$ cat src/rtl/cam_capture_axis_bp_pkg.sv
// Shared types for the DVP capture block: capture FSM states and byte-order encodings.
package cam_capture_pkg;

  typedef enum logic [1:0] {
    ST_IDLE   = 2'd0,
    ST_SYNC   = 2'd1,
    ST_ACTIVE = 2'd2,
    ST_DROP   = 2'd3
  } cam_state_e;

  localparam int BYTE_ORDER_LSB_FIRST = 0;
  localparam int BYTE_ORDER_MSB_FIRST = 1;

endpackage

$ cat src/rtl/cam_capture_axis_bp_if.sv
// AXI4-Stream video bus carrying one pixel per beat, SoF on TUSER and EoL on TLAST.
interface cam_capture_axis_bp_if #(
  parameter int DATA_W = 16
) ();

  logic [DATA_W-1:0] TDATA;
  logic              TVALID;
  logic              TREADY;
  logic              TUSER;
  logic              TLAST;

  modport master (output TDATA, output TVALID, output TUSER, output TLAST, input TREADY);
  modport slave  (input TDATA, input TVALID, input TUSER, input TLAST, output TREADY);

endinterface

$ cat src/rtl/cam_axis_fifo.sv
// Synchronous pixel FIFO with a registered show-ahead output stage; the output
// register counts as one of the DEPTH entries, so at most DEPTH words are held.
module cam_axis_fifo #(
  parameter int WIDTH = 18,
  parameter int DEPTH = 16
) (
  input  logic             clk_i,
  input  logic             rst_i,
  input  logic             wr_en_i,
  input  logic [WIDTH-1:0] wr_data_i,
  output logic             full_o,
  input  logic             rd_en_i,
  output logic [WIDTH-1:0] rd_data_o,
  output logic             empty_o
);

  localparam int AW = $clog2(DEPTH);
  localparam int CW = AW + 1;

  logic [WIDTH-1:0] mem_q [DEPTH];
  logic [AW-1:0]    wr_ptr_q;
  logic [AW-1:0]    rd_ptr_q;
  logic [CW-1:0]    mem_cnt_q;
  logic [CW-1:0]    tot_cnt_q;
  logic             out_vld_q;
  logic [WIDTH-1:0] out_q;

  logic push;
  logic pop;
  logic load;

  // Full is taken from the registered count, so a same-cycle pop never frees room for a push.
  assign full_o    = (tot_cnt_q == CW'(DEPTH));
  assign empty_o   = ~out_vld_q;
  assign rd_data_o = out_q;

  assign push = wr_en_i & ~full_o;
  assign pop  = out_vld_q & rd_en_i;
  assign load = (mem_cnt_q != '0) & (~out_vld_q | pop);

  always_ff @(posedge clk_i) begin
    if (rst_i) begin
      wr_ptr_q  <= '0;
      rd_ptr_q  <= '0;
      mem_cnt_q <= '0;
      tot_cnt_q <= '0;
      out_vld_q <= 1'b0;
      out_q     <= '0;
    end else begin
      if (push) begin
        wr_ptr_q <= wr_ptr_q + 1'b1;
      end
      if (load) begin
        rd_ptr_q <= rd_ptr_q + 1'b1;
        out_q    <= mem_q[rd_ptr_q];
      end
      mem_cnt_q <= mem_cnt_q + CW'(push) - CW'(load);
      tot_cnt_q <= tot_cnt_q + CW'(push) - CW'(pop);
      out_vld_q <= load | (out_vld_q & ~pop);
    end
  end

  always_ff @(posedge clk_i) begin
    if (push) begin
      mem_q[wr_ptr_q] <= wr_data_i;
    end
  end

endmodule

$ cat src/rtl/cam_capture_axis_bp.sv
// DVP camera capture: assembles 1-4 bytes per pixel, frames them on vsync/href and
// streams them over AXI4-Stream with overflow/line-error reporting and a frame counter.
module cam_capture_axis_bp
  import cam_capture_pkg::*;
#(
  parameter int X_RES           = 640,
  parameter int Y_RES           = 480,
  parameter int BYTES_PER_PIXEL = 2,
  parameter int BYTE_ORDER      = BYTE_ORDER_LSB_FIRST,
  parameter int FIFO_DEPTH      = 16,
  parameter int DATA_W          = 8 * BYTES_PER_PIXEL
) (
  input  logic                         i_pclk,
  input  logic                         i_reset,
  input  logic                         i_enable,
  input  logic                         i_vsync,
  input  logic                         i_href,
  input  logic [7:0]                   i_data,
  input  logic                         i_clear_status,
  cam_capture_axis_bp_if.master        M_AXIS_VIDEO,
  output logic                         o_overflow,
  output logic                         o_line_err,
  output logic [15:0]                  o_frame_count
);

  localparam int         PIX_W    = (X_RES > 1) ? $clog2(X_RES) : 1;
  localparam int         ROW_W    = (Y_RES > 1) ? $clog2(Y_RES) : 1;
  localparam logic [1:0] BPP_LAST = 2'(BYTES_PER_PIXEL - 1);

  cam_state_e        state_q;
  logic              vsync_q;
  logic              href_q;
  logic [1:0]        byte_idx_q;
  logic [PIX_W-1:0]  pix_cnt_q;
  logic [ROW_W-1:0]  row_cnt_q;
  logic              overflow_q;
  logic              line_err_q;
  logic [15:0]       frame_cnt_q;
  logic [DATA_W-1:0] pix_q;

  logic              vs_rise;
  logic              first_pix;
  logic              last_pix;
  logic              pix_done;
  logic [DATA_W-1:0] pix_asm;
  logic              fifo_full;
  logic              fifo_empty;
  logic [DATA_W+1:0] fifo_rdata;

  // Place byte number idx of the current pixel into its lane, honouring BYTE_ORDER.
  function automatic logic [DATA_W-1:0] insert_byte(input logic [DATA_W-1:0] pix,
                                                    input logic [1:0]        idx,
                                                    input logic [7:0]        b);
    logic [DATA_W-1:0] r;
    r = pix;
    for (int k = 0; k < BYTES_PER_PIXEL; k++) begin
      if (idx == 2'(k)) begin
        if (BYTE_ORDER == BYTE_ORDER_MSB_FIRST) begin
          r[8*(BYTES_PER_PIXEL-1-k) +: 8] = b;
        end else begin
          r[8*k +: 8] = b;
        end
      end
    end
    return r;
  endfunction

  assign vs_rise   = i_vsync & ~vsync_q;
  assign first_pix = (pix_cnt_q == '0) && (row_cnt_q == '0);
  assign last_pix  = (pix_cnt_q == PIX_W'(X_RES - 1));
  assign pix_asm   = insert_byte(pix_q, byte_idx_q, i_data);

  // A vsync edge restarts the frame, so a byte arriving with it is not part of any pixel.
  assign pix_done = (state_q == ST_ACTIVE) & i_enable & ~vs_rise & i_href &
                    (byte_idx_q == BPP_LAST);

  always_ff @(posedge i_pclk) begin
    pix_q <= pix_asm;
  end

  always_ff @(posedge i_pclk) begin
    if (i_reset) begin
      state_q     <= ST_IDLE;
      vsync_q     <= 1'b0;
      href_q      <= 1'b0;
      byte_idx_q  <= '0;
      pix_cnt_q   <= '0;
      row_cnt_q   <= '0;
      overflow_q  <= 1'b0;
      line_err_q  <= 1'b0;
      frame_cnt_q <= '0;
    end else begin
      vsync_q <= i_vsync;
      href_q  <= i_href;
      // Clear first so that an error raised below in the same cycle takes precedence.
      if (i_clear_status) begin
        overflow_q <= 1'b0;
        line_err_q <= 1'b0;
      end
      if (!i_enable) begin
        state_q    <= ST_IDLE;
        byte_idx_q <= '0;
        pix_cnt_q  <= '0;
        row_cnt_q  <= '0;
      end else begin
        unique case (state_q)
          ST_IDLE: begin
            state_q    <= ST_SYNC;
            byte_idx_q <= '0;
            pix_cnt_q  <= '0;
            row_cnt_q  <= '0;
          end
          ST_SYNC, ST_DROP: begin
            byte_idx_q <= '0;
            pix_cnt_q  <= '0;
            row_cnt_q  <= '0;
            if (vs_rise) begin
              state_q <= ST_ACTIVE;
            end
          end
          ST_ACTIVE: begin
            if (vs_rise) begin
              line_err_q <= 1'b1;
              byte_idx_q <= '0;
              pix_cnt_q  <= '0;
              row_cnt_q  <= '0;
            end else if (i_href) begin
              if (byte_idx_q == BPP_LAST) begin
                byte_idx_q <= '0;
                if (fifo_full) begin
                  overflow_q <= 1'b1;
                  state_q    <= ST_DROP;
                end else if (last_pix) begin
                  pix_cnt_q <= '0;
                  if (row_cnt_q == ROW_W'(Y_RES - 1)) begin
                    row_cnt_q   <= '0;
                    frame_cnt_q <= frame_cnt_q + 16'd1;
                    state_q     <= ST_SYNC;
                  end else begin
                    row_cnt_q <= row_cnt_q + 1'b1;
                  end
                end else begin
                  pix_cnt_q <= pix_cnt_q + 1'b1;
                end
              end else begin
                byte_idx_q <= byte_idx_q + 1'b1;
              end
            end else begin
              byte_idx_q <= '0;
              // href just fell: a complete line leaves both the byte and pixel counters at 0.
              if (href_q && ((byte_idx_q != '0) || (pix_cnt_q != '0))) begin
                line_err_q <= 1'b1;
                state_q    <= ST_DROP;
              end
            end
          end
          default: state_q <= ST_IDLE;
        endcase
      end
    end
  end

  cam_axis_fifo #(
    .WIDTH (DATA_W + 2),
    .DEPTH (FIFO_DEPTH)
  ) u_fifo (
    .clk_i     (i_pclk),
    .rst_i     (i_reset),
    .wr_en_i   (pix_done),
    .wr_data_i ({first_pix, last_pix, pix_asm}),
    .full_o    (fifo_full),
    .rd_en_i   (M_AXIS_VIDEO.TREADY),
    .rd_data_o (fifo_rdata),
    .empty_o   (fifo_empty)
  );

  assign M_AXIS_VIDEO.TVALID = ~fifo_empty;
  assign M_AXIS_VIDEO.TUSER  = fifo_rdata[DATA_W+1];
  assign M_AXIS_VIDEO.TLAST  = fifo_rdata[DATA_W];
  assign M_AXIS_VIDEO.TDATA  = fifo_rdata[DATA_W-1:0];

  assign o_overflow    = overflow_q;
  assign o_line_err    = line_err_q;
  assign o_frame_count = frame_cnt_q;

endmodule

$ cat src/flat_wrapper.sv
// flat-port wrapper written by rule: the top's interface ports become plain ports
module cam_capture_axis_bp_flat import cam_capture_pkg::*;
#(
  parameter int X_RES           = 640,
  parameter int Y_RES           = 480,
  parameter int BYTES_PER_PIXEL = 2,
  parameter int BYTE_ORDER      = BYTE_ORDER_LSB_FIRST,
  parameter int FIFO_DEPTH      = 16,
  parameter int DATA_W          = 8 * BYTES_PER_PIXEL
)
  (i_pclk, i_reset, i_enable, i_vsync, i_href, i_data, i_clear_status, o_overflow, o_line_err, o_frame_count, M_AXIS_VIDEO_TDATA, M_AXIS_VIDEO_TVALID, M_AXIS_VIDEO_TUSER, M_AXIS_VIDEO_TLAST, M_AXIS_VIDEO_TREADY);
  cam_capture_axis_bp_if #(.DATA_W(DATA_W)) M_AXIS_VIDEO_i ();
  input  logic i_pclk;
  input  logic i_reset;
  input  logic i_enable;
  input  logic i_vsync;
  input  logic i_href;
  input  logic [7:0] i_data;
  input  logic i_clear_status;
  output logic o_overflow;
  output logic o_line_err;
  output logic [15:0] o_frame_count;
  output wire logic [$bits(M_AXIS_VIDEO_i.TDATA)-1:0] M_AXIS_VIDEO_TDATA;
  output wire logic [$bits(M_AXIS_VIDEO_i.TVALID)-1:0] M_AXIS_VIDEO_TVALID;
  output wire logic [$bits(M_AXIS_VIDEO_i.TUSER)-1:0] M_AXIS_VIDEO_TUSER;
  output wire logic [$bits(M_AXIS_VIDEO_i.TLAST)-1:0] M_AXIS_VIDEO_TLAST;
  input wire logic [$bits(M_AXIS_VIDEO_i.TREADY)-1:0] M_AXIS_VIDEO_TREADY;
  assign M_AXIS_VIDEO_TDATA = M_AXIS_VIDEO_i.TDATA;
  assign M_AXIS_VIDEO_TVALID = M_AXIS_VIDEO_i.TVALID;
  assign M_AXIS_VIDEO_TUSER = M_AXIS_VIDEO_i.TUSER;
  assign M_AXIS_VIDEO_TLAST = M_AXIS_VIDEO_i.TLAST;
  assign M_AXIS_VIDEO_i.TREADY = M_AXIS_VIDEO_TREADY;
  cam_capture_axis_bp #(.X_RES(X_RES), .Y_RES(Y_RES), .BYTES_PER_PIXEL(BYTES_PER_PIXEL), .BYTE_ORDER(BYTE_ORDER), .FIFO_DEPTH(FIFO_DEPTH), .DATA_W(DATA_W)) u_core (.i_pclk(i_pclk), .i_reset(i_reset), .i_enable(i_enable), .i_vsync(i_vsync), .i_href(i_href), .i_data(i_data), .i_clear_status(i_clear_status), .M_AXIS_VIDEO(M_AXIS_VIDEO_i), .o_overflow(o_overflow), .o_line_err(o_line_err), .o_frame_count(o_frame_count));
endmodule
$ cat config.mk
export PLATFORM = sky130hd
export DESIGN_NAME = cam_capture_axis_bp_flat
export DESIGN_NICKNAME = d
export VERILOG_FILES = /design/src/rtl/cam_capture_axis_bp_pkg.sv /design/src/rtl/cam_capture_axis_bp_if.sv /design/src/rtl/cam_axis_fifo.sv /design/src/rtl/cam_capture_axis_bp.sv /design/src/flat_wrapper.sv
export SDC_FILE = /design/constraint.sdc
export NUM_CORES = 1
export LEC_CHECK = 0
export BUFFER_PORTS_ARGS = -buffer_cell sky130_fd_sc_hd__buf_2
export CORE_UTILIZATION = 45
export DETAILED_ROUTE_END_ITERATION = 6
export HOLD_SLACK_MARGIN = 0.1
export PLACE_DENSITY_LB_ADDON = 0.3
export SLEW_MARGIN = 20
export SYNTH_ARGS = -nofsm -noshare
export SYNTH_HDL_FRONTEND = slang
export SYNTH_SLANG_ARGS = --single-unit
export TNS_END_PERCENT = 5
$ cat constraint.sdc
create_clock -name i_pclk -period 3.5 [get_ports i_pclk]
set_input_delay 0 -clock i_pclk [delete_from_list [all_inputs] [get_ports i_pclk]]
set_output_delay 0 -clock i_pclk [all_outputs]
set_load 0.005 [all_outputs]
==> run metrics, run 1 <==
RSZ-0062 raised after global routing false; max frequency 0.332 GHz; worst-path maximum fanout 10; Min-Delay Path Class input pin to register; initial antenna violation count 0; number of enable flip-flop cells after synthesis 288; crit path from u_core.u_fifo.tot_cnt_q[3]; Yosys top cell by area edfxtp_1; clk_lat worst skew 0.54 ns; Static Leakage 5.84 nW; Root Buffer clkbuf_16; Mean Syn Cell Area 16.3 sq um; Hold Startpoint i_vsync; port bufs 51; CTS Sinks 384; drt total wl 32.5 mm; Internal 0.00877 W; Req. time, crit path 3.96 ns; fraction of layout cells with a size suffix above 1 25.1%; gr ovfl total 0; First-pass DRT Iterations 5; Post-Place Cell Area 16,200 sq um; DIE AREA 34,500 sq um; largest cells by area after synthesis edfxtp_1 57%, dfxtp_1 13%, mux4_2 11%, ha_1 2.0%, nor2_1 1.5%; Row Count 66; Min Hold Slack 0.241 ns; antenna cells 0; NetSw 0.00309 W; Main synth FF type edfxtp_1; share of the synthesized area in the top cell type 57.0%; Period minus WS final 3.01 ns; Critical R2R Launch u_core.u_fifo.tot_cnt_q[3]; Fin. Hold Viols 0; top post-synthesis cells by count 288 x edfxtp_1, 96 x dfxtp_1, 72 x mux4_2; fraction of registers with async set/reset 0%; Flop pwr share 44.7%; crit start category register; # Max-Cap Violations 0; Critical Path End Type register; Net Sw Frac 26.1%; Final nets 1,073; Non-Filler Instances 1,506; FF+latch count, synth 384; vias in the first global route 8,582; Final ANT Viol Nets 0; CTS tree yes; Longest Clk Path Bufs 3; # H-tree levels 2; Initial Utilization 46.2%; post-route clock period utilization 85.9%; chip width 186 microns; routability cong. 0.758; PD cells 671 nW/um^2; logic gate share of total power 18.9%; Fill cells 2,690; post-route cell area 17,700 sq um; Setup Skew 0.0260 ns; fin. max-slew vios 0; Global Route Usage Sum 19.7%; Slew Limit Headroom 50.4%; # placed instances 1,416; sequential area share after synthesis 69.6%; largest net degree at the start of global routing 59; DR vias 8,457; IO Pins 52; initial DRC count 581; routed vias/inst 5.62; Tot Pwr 0.0119 W; Post-Syn Instances 931; Post-DP HPWL 19.8 mm; clock transition at the registers of the reported paths 0.06 ns; core area 32,900 sq um; run status completed; syn nets 972; # setup viols final 0; Tightest Pin Transition 0.736 ns; Critical Path AT 3.47 ns; drt wl/cell 21.6 microns; Clock Power Share 36.5%; setup TNS 0 ns; Distinct cells, synth 58; number of clock buffers inserted by TritonCTS 40; critical setup path kind register to register; Worst VDD drop 0.000377 V; most common cell in the synthesized netlist edfxtp_1; Syn-to-layout area delta 16.5%; residual DRC count 0; die height 186 microns; Ys Warns 0; first-pass GRT wire length 50.1 mm; Post-Syn Area 15,200 sq um
==> metal layers <==
metal / up-vias / wire length [microns] / global-route usage, %
li1: 3848 / - / -
met1: 4368 / 14200 / 26.9
met2: 203 / 16200 / 33.4
met3: 38 / 1610 / 2.86
met4: 0 / 465 / 4.23
met5: - / 0 / 0
==> repair_timing <==
item,4_1_cts,5_1_grt
endpoints found under the hold margin,134,0
buffers inserted,0,0
hold buffers,16,0
resized for setup,0,0
==> power by group through the flow <==
stage               Clock (W)  Combinational, W  Sequential (W)
CTS                   0.00441           0.00228         0.00531
floorplan                   0           0.00175         0.00525
global placement            0           0.00224         0.00540
detailed placement          0           0.00226         0.00540
finish                0.00432           0.00224         0.00530
global route          0.00457           0.00249         0.00533
==> worst max-delay path: stages (launching register included) <==
cell       delay [ns]
dfxtp_1          0.34
inv_1            0.07
ha_1             0.18
nand4bb_1        0.19
nand2_2          0.18
nor2_2           0.28
inv_1            0.17
ha_1             0.31
inv_1            0.04
ha_1             0.20
inv_1            0.08
fa_1             0.21
inv_1            0.05
a21oi_1          0.12
nor2_1           0.06
or3_1            0.34
a21oi_1          0.14
==> metrics by stage <==
step | worst slack [ns] | util, %
floorplan | 0.519 | -
global placement | 0.556 | 49.2
detailed placement | 0.461 | 49.2
CTS | 0.460 | 53.8
global route | 0.141 | 53.8
finish | 0.492 | 53.8
==> sequential cells by signal, indices dropped and copies added, names as in the netlist <==
signal / count
u_core.u_fifo.wr_ptr_q: 4
u_core.pix_cnt_q: 10
u_core.href_q: 1
u_core.pix_q: 16
u_core.o_overflow: 1
u_core.u_fifo.mem_q: 288
u_core.u_fifo.tot_cnt_q: 5
u_core.o_frame_count: 16
u_core.byte_idx_q: 2
u_core.state_q: 2
u_core.u_fifo.out_vld_q: 1
u_core.u_fifo.rd_ptr_q: 4
u_core.row_cnt_q: 9
u_core.u_fifo.mem_cnt_q: 5
u_core.u_fifo.rd_data_o: 18
u_core.o_line_err: 1
u_core.vsync_q: 1
==> area by class of cell <==
cell class	instances	area, sq um	share of cell area (%)
clock buffers	55	1180	6.69
well taps	442	553	3.13
flip-flops and latches	384	10600	59.8
repair buffers	103	736	4.16
clock inverters	19	181	1.03
inverters	28	105	0.594
multi-input cells	475	4340	24.6
==> cell families (layout without fill, tap and decap cells) <==
logic type | count (synthesis) | in the layout | synth area share (%)
buffers and inverters | 72 | 205 | 2.09
xor gates and xnor gates | 22 | 22 | 1.27
DFF | 384 | 384 | 69.6
muxes | 90 | 90 | 12.0
and+or+nand+nor | 228 | 228 | 8.24
AOI/OAI and AO/OA | 109 | 109 | 4.52
adders and majority gates | 26 | 26 | 2.24
==> worst paths after layout <==
path         cells after the start  slack (ns)                          to
max                             16        0.49  u_core.u_fifo.tot_cnt_q[4]
min                              3        0.24              u_core.vsync_q
max reg2reg                     16        0.49  u_core.u_fifo.tot_cnt_q[4]
min reg2reg                      1        0.47        u_core.byte_idx_q[0]
==> layout by cell type (no fill, tap or decap), types with 6 or more instances in the layout <==
master,synthesis,final
nand2b_1,9,9
mux4_2,72,72
xnor2_1,10,10
buf_2,13,51
nor2b_1,27,26
or4_1,10,10
nor4_1,20,20
nor2_1,61,49
o22ai_1,18,18
clkbuf_16,0,44
o21ai_0,12,12
clkinv_2,0,7
edfxtp_1,288,288
mux2_2,16,16
a21oi_1,36,36
nor2_2,1,13
buf_4,4,32
nand4_1,7,7
or3_1,12,12
xor2_1,12,12
nand3_1,15,15
nor3_1,10,6
a211oi_1,22,22
inv_1,28,28
nand2_1,29,29
clkbuf_1,21,7
dlygate4sd3_1,0,16
dfxtp_1,96,94
ha_1,24,24
o31ai_1,9,9
(Power assumes the default switching activity.)
==> run 2, diff against run 1 <==
--- a/config.mk
+++ b/config.mk
@@ -8,6 +8,7 @@
 export BUFFER_PORTS_ARGS = -buffer_cell sky130_fd_sc_hd__buf_2
 export CORE_UTILIZATION = 45
 export DETAILED_ROUTE_END_ITERATION = 6
+export GPL_TIMING_DRIVEN = 0
 export HOLD_SLACK_MARGIN = 0.1
 export PLACE_DENSITY_LB_ADDON = 0.3
 export SLEW_MARGIN = 20
==> run 2 against run 1 <==
Effect of this change:
- final cell count rose by 1.5%
- cell area fell by 0.61%
- global-route usage rose by 0.30 points
- routed wire length rose by 1.2%
- sequential power fell by 2%
- clock-buffer cell count rose by 1
- total power fell by 2.6%
- critical path type unchanged
==> run metrics, run 2 (same netlist as run 1, synthesis figures left out) <==
run status completed; die height 186 microns (unchanged); Fin. Hold Viols 0 (unchanged); Final nets 1,095 (+2.1%); core area 32,900 sq um (unchanged); fraction of layout cells with a size suffix above 1 23.0% (-2.1 points); Min-Delay Path Class input pin to register; # H-tree levels 2 (unchanged); Net Sw Frac 27.1% (+1.0 points); port bufs 51 (unchanged); clk_lat worst skew 0.53 ns (about the same); IO Pins 52 (unchanged); Syn-to-layout area delta 15.8%; initial antenna violation count 0 (unchanged); Global Route Usage Sum 20.0% (+0.30 points); crit-path max cell delay 0.44 ns (+0.10 ns); clock transition at the registers of the reported paths 0.06 ns (about the same); Min Hold Slack 0.279 ns (+0.0377 ns); Row Count 66 (unchanged); logic gate share of total power 21.5% (+2.6 points); Longest Clk Path Bufs 3 (unchanged); first-pass GRT wire length 51.1 mm (+2.1%); routed vias/inst 5.61 (-0.13%); vias in the first global route 8,662 (+0.93%); Register-to-Register Path Depth 15 (-1); number of clock buffers inserted by TritonCTS 40 (unchanged); max reg flops 288 (unchanged); Post-DP HPWL 21.6 mm (+9.3%); residual DRC count 0 (unchanged); post-route clock period utilization 89.4% (+3.5 points); DIE AREA 34,500 sq um (unchanged); reg-to-reg slack, setup 0.37 ns (-0.12 ns); CP cell instances inv_1 > ha_1 > nand4bb_1 > nand2_2 > nor2_2 > inv_1 > ha_1 > inv_1 > ha_1 > fa_1 > a21oi_1 > nor2_1 > nor2_1 > xnor2_1 > nor2_1; setup TNS 0 ns (unchanged); Final ANT Viol Nets 0 (unchanged); initial DRC count 618 (+6.4%); Hold Startpoint i_vsync; Flop pwr share 44.9% (+0.2 points); gr ovfl total 0 (unchanged); CTS tree yes; Internal 0.00842 W (-4.0%); Worst VDD drop 0.000317 V (-16%); First-pass DRT Iterations 5 (unchanged); Setup Skew 0.0172 ns (-0.00882 ns); # setup viols final 0 (unchanged); CTS Sinks 384 (unchanged); Req. time, crit path 3.88 ns (-0.08 ns); critical setup path kind register to register; Tightest Pin Transition 0.796 ns (+0.0598 ns); Reg with most FFs u_core.u_fifo.mem_q; Root Buffer clkbuf_16; PD cells 657 nW/um^2 (-2.0%); Sequential Area 10,600 sq um (about the same); Worst Hold End u_core.vsync_q; Clock Power Share 33.6% (-2.9 points); Critical Path End Type register; Critical Path AT 3.51 ns (+0.04 ns); DR vias 8,569 (+1.3%); Critical-path top delay cell fa_1; drt total wl 32.9 mm (+1.2%); drt wl/cell 21.5 microns (-0.29%); Static Leakage 5.74 nW (-1.7%); crit start category register; Fill cells 2,724 (+1.3%); worst-path maximum fanout 10 (unchanged); RSZ-0062 raised after global routing false; Tot Pwr 0.0115 W (-2.6%); antenna cells 0 (unchanged); multi-input logic area 4380 sq um (+0.78%); # Max-Cap Violations 0 (unchanged); Slew Limit Headroom 46.9% (-3.5 points); worst hold stages 3 (unchanged); fin. max-slew vios 0 (unchanged); NetSw 0.00313 W (+1.1%); most frequent cells in the layout 288 x edfxtp_1, 96 x dfxtp_1, 72 x mux4_2, 64 x buf_2, 49 x nor2_1; max frequency 0.320 GHz (-3.9%); largest net degree at the start of global routing 26 (-56%); r2r endpoint u_core.u_fifo.mem_cnt_q[4]; routability cong. 0.797 (+5.1%); Period minus WS final 3.13 ns (+0.121 ns); Initial Utilization 46.2% (unchanged); Critical R2R Launch u_core.u_fifo.tot_cnt_q[3]; commonest non-fill, non-tap cell in the layout edfxtp_1; chip width 186 microns (unchanged)
==> run 2: cell count changes in the layout (fill, tap and decap cells not counted), moves of 3 or more <==
| cell | delta |
|---|---|
| buf_1 | +4 |
| buf_12 | -4 |
| buf_2 | +13 |
| buf_4 | -21 |
| buf_6 | +5 |
| buf_8 | +4 |
| clkbuf_1 | +26 |
| clkbuf_16 | -3 |
| clkinv_1 | +7 |
| clkinv_2 | -5 |
| nor2_2 | -6 |
| nor2_4 | +6 |
==> run 2: repair_timing <==
item                                   CTS  global route
setup endpoints to repair                0             1
gates resized for setup                  0             3
endpoints found under the hold margin   60             0
hold buffers                            16             0
buffers inserted                         0             0
==> run 2: power by group through the flow <==
stage          clock, W  combinational (W)  sequential (W)
3_5_place_dp          0            0.00248         0.00528
5_1_grt         0.00412            0.00271         0.00520
3_3_place_gp          0            0.00243         0.00528
6_report        0.00388            0.00248         0.00519
4_1_cts         0.00394            0.00251         0.00518
2_1_floorplan         0            0.00175         0.00525
==> run 2: worst max-delay path: cells and delay by family (launching register included) <==
family,cells,cell delay (ns)
adder cells (fa/ha/maj),4,1.15
AND/OR/NAND/NOR,6,0.90
flip-flops,1,0.34
buffers and inverters,3,0.29
AO/OA/AOI/OAI,1,0.15
XOR/XNOR,1,0.13
==> run 2: final cells by class <==
class                   instances  share of cell area, %
clock inverters                18                  0.506
clock buffers                  56                   6.27
repair buffers                 81                   3.20
multi-input cells             475                   24.9
plain buffers                  44                   1.21
flip-flops and latches        384                   60.2
well taps                     442                   3.15
inverters                      28                  0.598
==> run 2: through the flow <==
step	setup slack (ns)	instances	utilization [%]	instance area (sq um)
final	0.371	1528	53.5	17600
after global routing	0.0880	1528	53.5	17600
after CTS	0.0919	1528	53.4	17600
after detailed placement	0.121	1438	49.3	16200
after global placement	-0.774	1424	48.6	16000
after floorplan	0.519	931	-	15200
==> run 2: metal layers <==
metal	global-route usage (%)	share of wire, %	vias up
li1	-	-	3894
met1	27.6	44	4414
met2	33.6	50	228
met3	2.68	4.8	33
met4	4.62	1.4	0
met5	0	0	-
==> run 2: how the worst max path moves through the flow <==
| stage | start | to | slack, ns |
|---|---|---|---|
| 3_5_place_dp | u_core.u_fifo.mem_cnt_q[2] | u_core.u_fifo.mem_cnt_q[4] | 0.12 |
| 2_1_floorplan | u_core.u_fifo.tot_cnt_q[2] | u_core.u_fifo.mem_q[3][0] | 0.52 |
| 4_1_cts | u_core.u_fifo.mem_cnt_q[2] | u_core.u_fifo.mem_cnt_q[4] | 0.09 |
| 5_1_grt | u_core.u_fifo.tot_cnt_q[3] | u_core.u_fifo.mem_cnt_q[4] | 0.09 |
| 6_report | u_core.u_fifo.tot_cnt_q[3] | u_core.u_fifo.mem_cnt_q[4] | 0.37 |
| 3_3_place_gp | u_core.u_fifo.tot_cnt_q[2] | u_core.u_fifo.mem_q[3][9] | -0.77 |
==> run 3, diff against run 2 <==
--- a/config.mk
+++ b/config.mk
@@ -5,13 +5,14 @@
 export SDC_FILE = /design/constraint.sdc
 export NUM_CORES = 1
 export LEC_CHECK = 0
+export ABC_AREA = 1
 export BUFFER_PORTS_ARGS = -buffer_cell sky130_fd_sc_hd__buf_2
 export CORE_UTILIZATION = 45
 export DETAILED_ROUTE_END_ITERATION = 6
 export GPL_TIMING_DRIVEN = 0
 export HOLD_SLACK_MARGIN = 0.1
 export PLACE_DENSITY_LB_ADDON = 0.3
-export SLEW_MARGIN = 20
+export SLEW_MARGIN = 30
 export SYNTH_ARGS = -nofsm -noshare
 export SYNTH_HDL_FRONTEND = slang
 export SYNTH_SLANG_ARGS = --single-unit
==> run 3 against run 2 <==
Effect of this change:
- via count rose by 35%
- non-clock buffer count increased by 14
- maximum frequency shrank 1.5%
- clock skew decreased by 0.0019 ns
- setup slack got worse by 0.047 ns
- final cell count increased by 39%
- area after synthesis is 6.2% higher
- sequential share of layout area shrank 3.6 points
- critical path type unchanged
- largest cell class unchanged
- largest power group unchanged
==> run metrics, run 3 <==
setup TNS 0 ns (unchanged); first-pass GRT wire length 62.6 mm (+22%); # hold bufs at CTS 13 (-3); fraction of layout cells with a size suffix above 1 10.8% (-12 points); sequential area share after synthesis 65.6% (-4.1 points); crit start category register; PD cells 694 nW/um^2 (+5.5%); core area 34,900 sq um (+6.1%); Req. time, crit path 3.97 ns (+0.09 ns); Tightest Pin Transition 0.785 ns (-0.0108 ns); main combinational cell family by area after synthesis simple AND/OR/NAND/NOR gates; routability cong. 0.879 (+10%); delay-heaviest family, CP adder cells; residual DRC count 0 (unchanged); share of the synthesized area in the top cell type 53.7% (-3.3 points); port bufs 50 (-2.0%); Final ANT Viol Nets 0 (unchanged); most common cell in the synthesized netlist nor2_1; Non-Filler Instances 2,120 (+39%); most frequent cells in the layout 309 x nor2_1, 288 x edfxtp_1, 168 x o21ai_0, 149 x nand2_1, 106 x inv_1; Slew Limit Headroom 47.6% (+0.72 points); largest cells by area after synthesis edfxtp_1 54%, dfxtp_1 12%, nor2_1 7.6%, o21ai_0 5.2%, nand2_1 3.5%; Row Count 68 (+3.0%); Post-Syn Instances 1,524 (+64%); Main synth FF type edfxtp_1; Root Buffer clkbuf_16; clk_lat worst skew 0.54 ns (about the same); DR vias 11,605 (+35%); Synth Area in Adders 2.11% (-0.13 points); initial DRC count 1,021 (+65%); Critical-path top delay cell fa_1; Post-Syn Area 16,100 sq um (+6.2%); most used cell, CP inv_1; # placed instances 2,032 (+41%); vias in the first global route 11,023 (+27%); crit-path max cell delay 0.43 ns (about the same); antenna cells 0 (unchanged); top post-synthesis cells by count 325 x nor2_1, 288 x edfxtp_1, 168 x o21ai_0; IO Pins 52 (unchanged); syn nets 1,565 (+61%); Distinct cells, synth 39 (-33%); RSZ-0062 raised after global routing false; Reg with most FFs u_core.u_fifo.mem_q; Syn-to-layout area delta 16.0%; Final nets 1,674 (+53%); mux contribution to synthesized area 0.559% (-11 points); Fin. Hold Viols 0 (unchanged); Global Route Usage Sum 22.8% (+2.8 points); Setup Skew 0.0152 ns (-0.00194 ns); post-CTS setup buffer count 0 (unchanged); number of clock buffers inserted by TritonCTS 41 (+2.5%); Initial Utilization 46.2% (about the same); DIE AREA 36,600 sq um (+6.1%); Synth Area in Compound Gates 10.3% (+5.8 points); Min-Delay Path Class input pin to register; # Max-Cap Violations 0 (unchanged); Critical Path AT 3.65 ns (+0.14 ns); initial antenna violation count 0 (unchanged); # setup viols final 0 (unchanged); Tot Pwr 0.0130 W (+12%); Finished Core Util 53.6% (+0.12 points); FF+latch count, synth 384 (unchanged); max frequency 0.315 GHz (-1.5%); CP cell instances inv_1 > ha_1 > nand2_1 > inv_1 > nand2_2 > nand3_2 > nor2_1 > nand2_2 > ha_1 > inv_1 > ha_1 > inv_1 > fa_1 > o31ai_1 > o21ai_0 > a21oi_1; chip width 191 microns (+3.0%); Static Leakage 6.63 nW (+16%); fin. max-slew vios 0 (unchanged); Period minus WS final 3.18 ns (+0.0468 ns); critical setup path kind register to register; drt wl/cell 19.4 microns (-9.8%); WP buf/inv 4 (+1); run status completed; First-pass DRT Iterations 5 (unchanged); clock transition at the registers of the reported paths 0.06 ns (about the same); # H-tree levels 2 (unchanged); gr ovfl total 0 (unchanged); max reg flops 288 (unchanged); post-route clock period utilization 90.7% (+1.3 points); simple-gate share of the synthesized area 16.2% (+8.0 points); Post-DP HPWL 27.8 mm (+29%); xor and xnor area share after synthesis 0.598% (-0.67 points); CTS resizes 0 (unchanged); Worst VDD drop 0.000436 V (+38%); Critical Path End Type register; Ys Warns 0 (unchanged); Longest Clk Path Bufs 3 (unchanged); CTS tree yes; worst-path maximum fanout 8 (-2); largest net degree at the start of global routing 19 (-27%); commonest non-fill, non-tap cell in the layout nor2_1; Mean Syn Cell Area 10.6 sq um (-35%); CTS Sinks 384 (unchanged); drt total wl 41.2 mm (+25%); die height 191 microns (+3.0%); number of enable flip-flop cells after synthesis 288 (unchanged); Yosys top cell by area edfxtp_1; fraction of registers with async set/reset 0% (unchanged); routed vias/inst 5.47 (-2.4%)
[run 3: final timing paths]
kind | end | cells after the start | start | slack [ns]
max | u_core.u_fifo.tot_cnt_q[4] | 16 | u_core.u_fifo.tot_cnt_q[2] | 0.32
min | u_core.pix_q[2] | 2 | i_data[2] | 0.12
max reg2reg | u_core.u_fifo.tot_cnt_q[4] | 16 | u_core.u_fifo.tot_cnt_q[2] | 0.32
min reg2reg | u_core.byte_idx_q[0] | 1 | u_core.byte_idx_q[0] | 0.45
[run 3: area by class of cell]
type                    count  area [sq um]
well taps                 455           569
repair buffers             66           430
fillers                  2985         16200
clock inverters            21           342
inverters                 113           425
flip-flops and latches    384         10600
multi-input cells         954          4930
plain buffers              73           320
clock buffers              54          1110
[run 3: power breakdown]
part           internal (W)  total [W]  leakage [nW]  switching, W
Clock               0.00290    0.00466         0.705       0.00176
Combinational      0.000936    0.00308          2.58       0.00214
Sequential          0.00512    0.00523          3.34      0.000107
Total               0.00895     0.0130          6.63       0.00401
[run 3: through the flow]
stage                     setup slack, ns  cell area [sq um]  hold WS (ns)
after floorplan                     0.849              16100         0.125
after global placement             0.0734              16900         0.239
after detailed placement            0.375              17100         0.251
after CTS                           0.320              18700         0.110
after global routing              0.00826              18700         0.133
final                               0.324              18700         0.121
[run 3: routing by layer]
layer	vias up	wire [microns]	global-route usage, %
met2	456	19800	38.5
met3	77	2840	3.34
li1	5496	-	-
met5	-	0	0
met1	5576	17300	30.2
met4	0	1200	7.30
[run 3: worst reg2reg max path, cell delays in order (launching register included)]
cell	delay [ns]
dfxtp_1	0.36
inv_1	0.08
ha_1	0.20
nand2_1	0.07
inv_1	0.06
nand2_2	0.08
nand3_2	0.17
nor2_1	0.29
nand2_2	0.20
ha_1	0.31
inv_1	0.06
ha_1	0.15
inv_1	0.06
fa_1	0.43
o31ai_1	0.35
o21ai_0	0.12
a21oi_1	0.13
[run 3: cell families after synthesis]
family / after synthesis
buffers and inverters: 186
DFF: 384
muxes: 8
and+or+nand+nor: 616
adders and majority gates: 26
xor gates and xnor gates: 11
AOI/OAI and AO/OA: 293
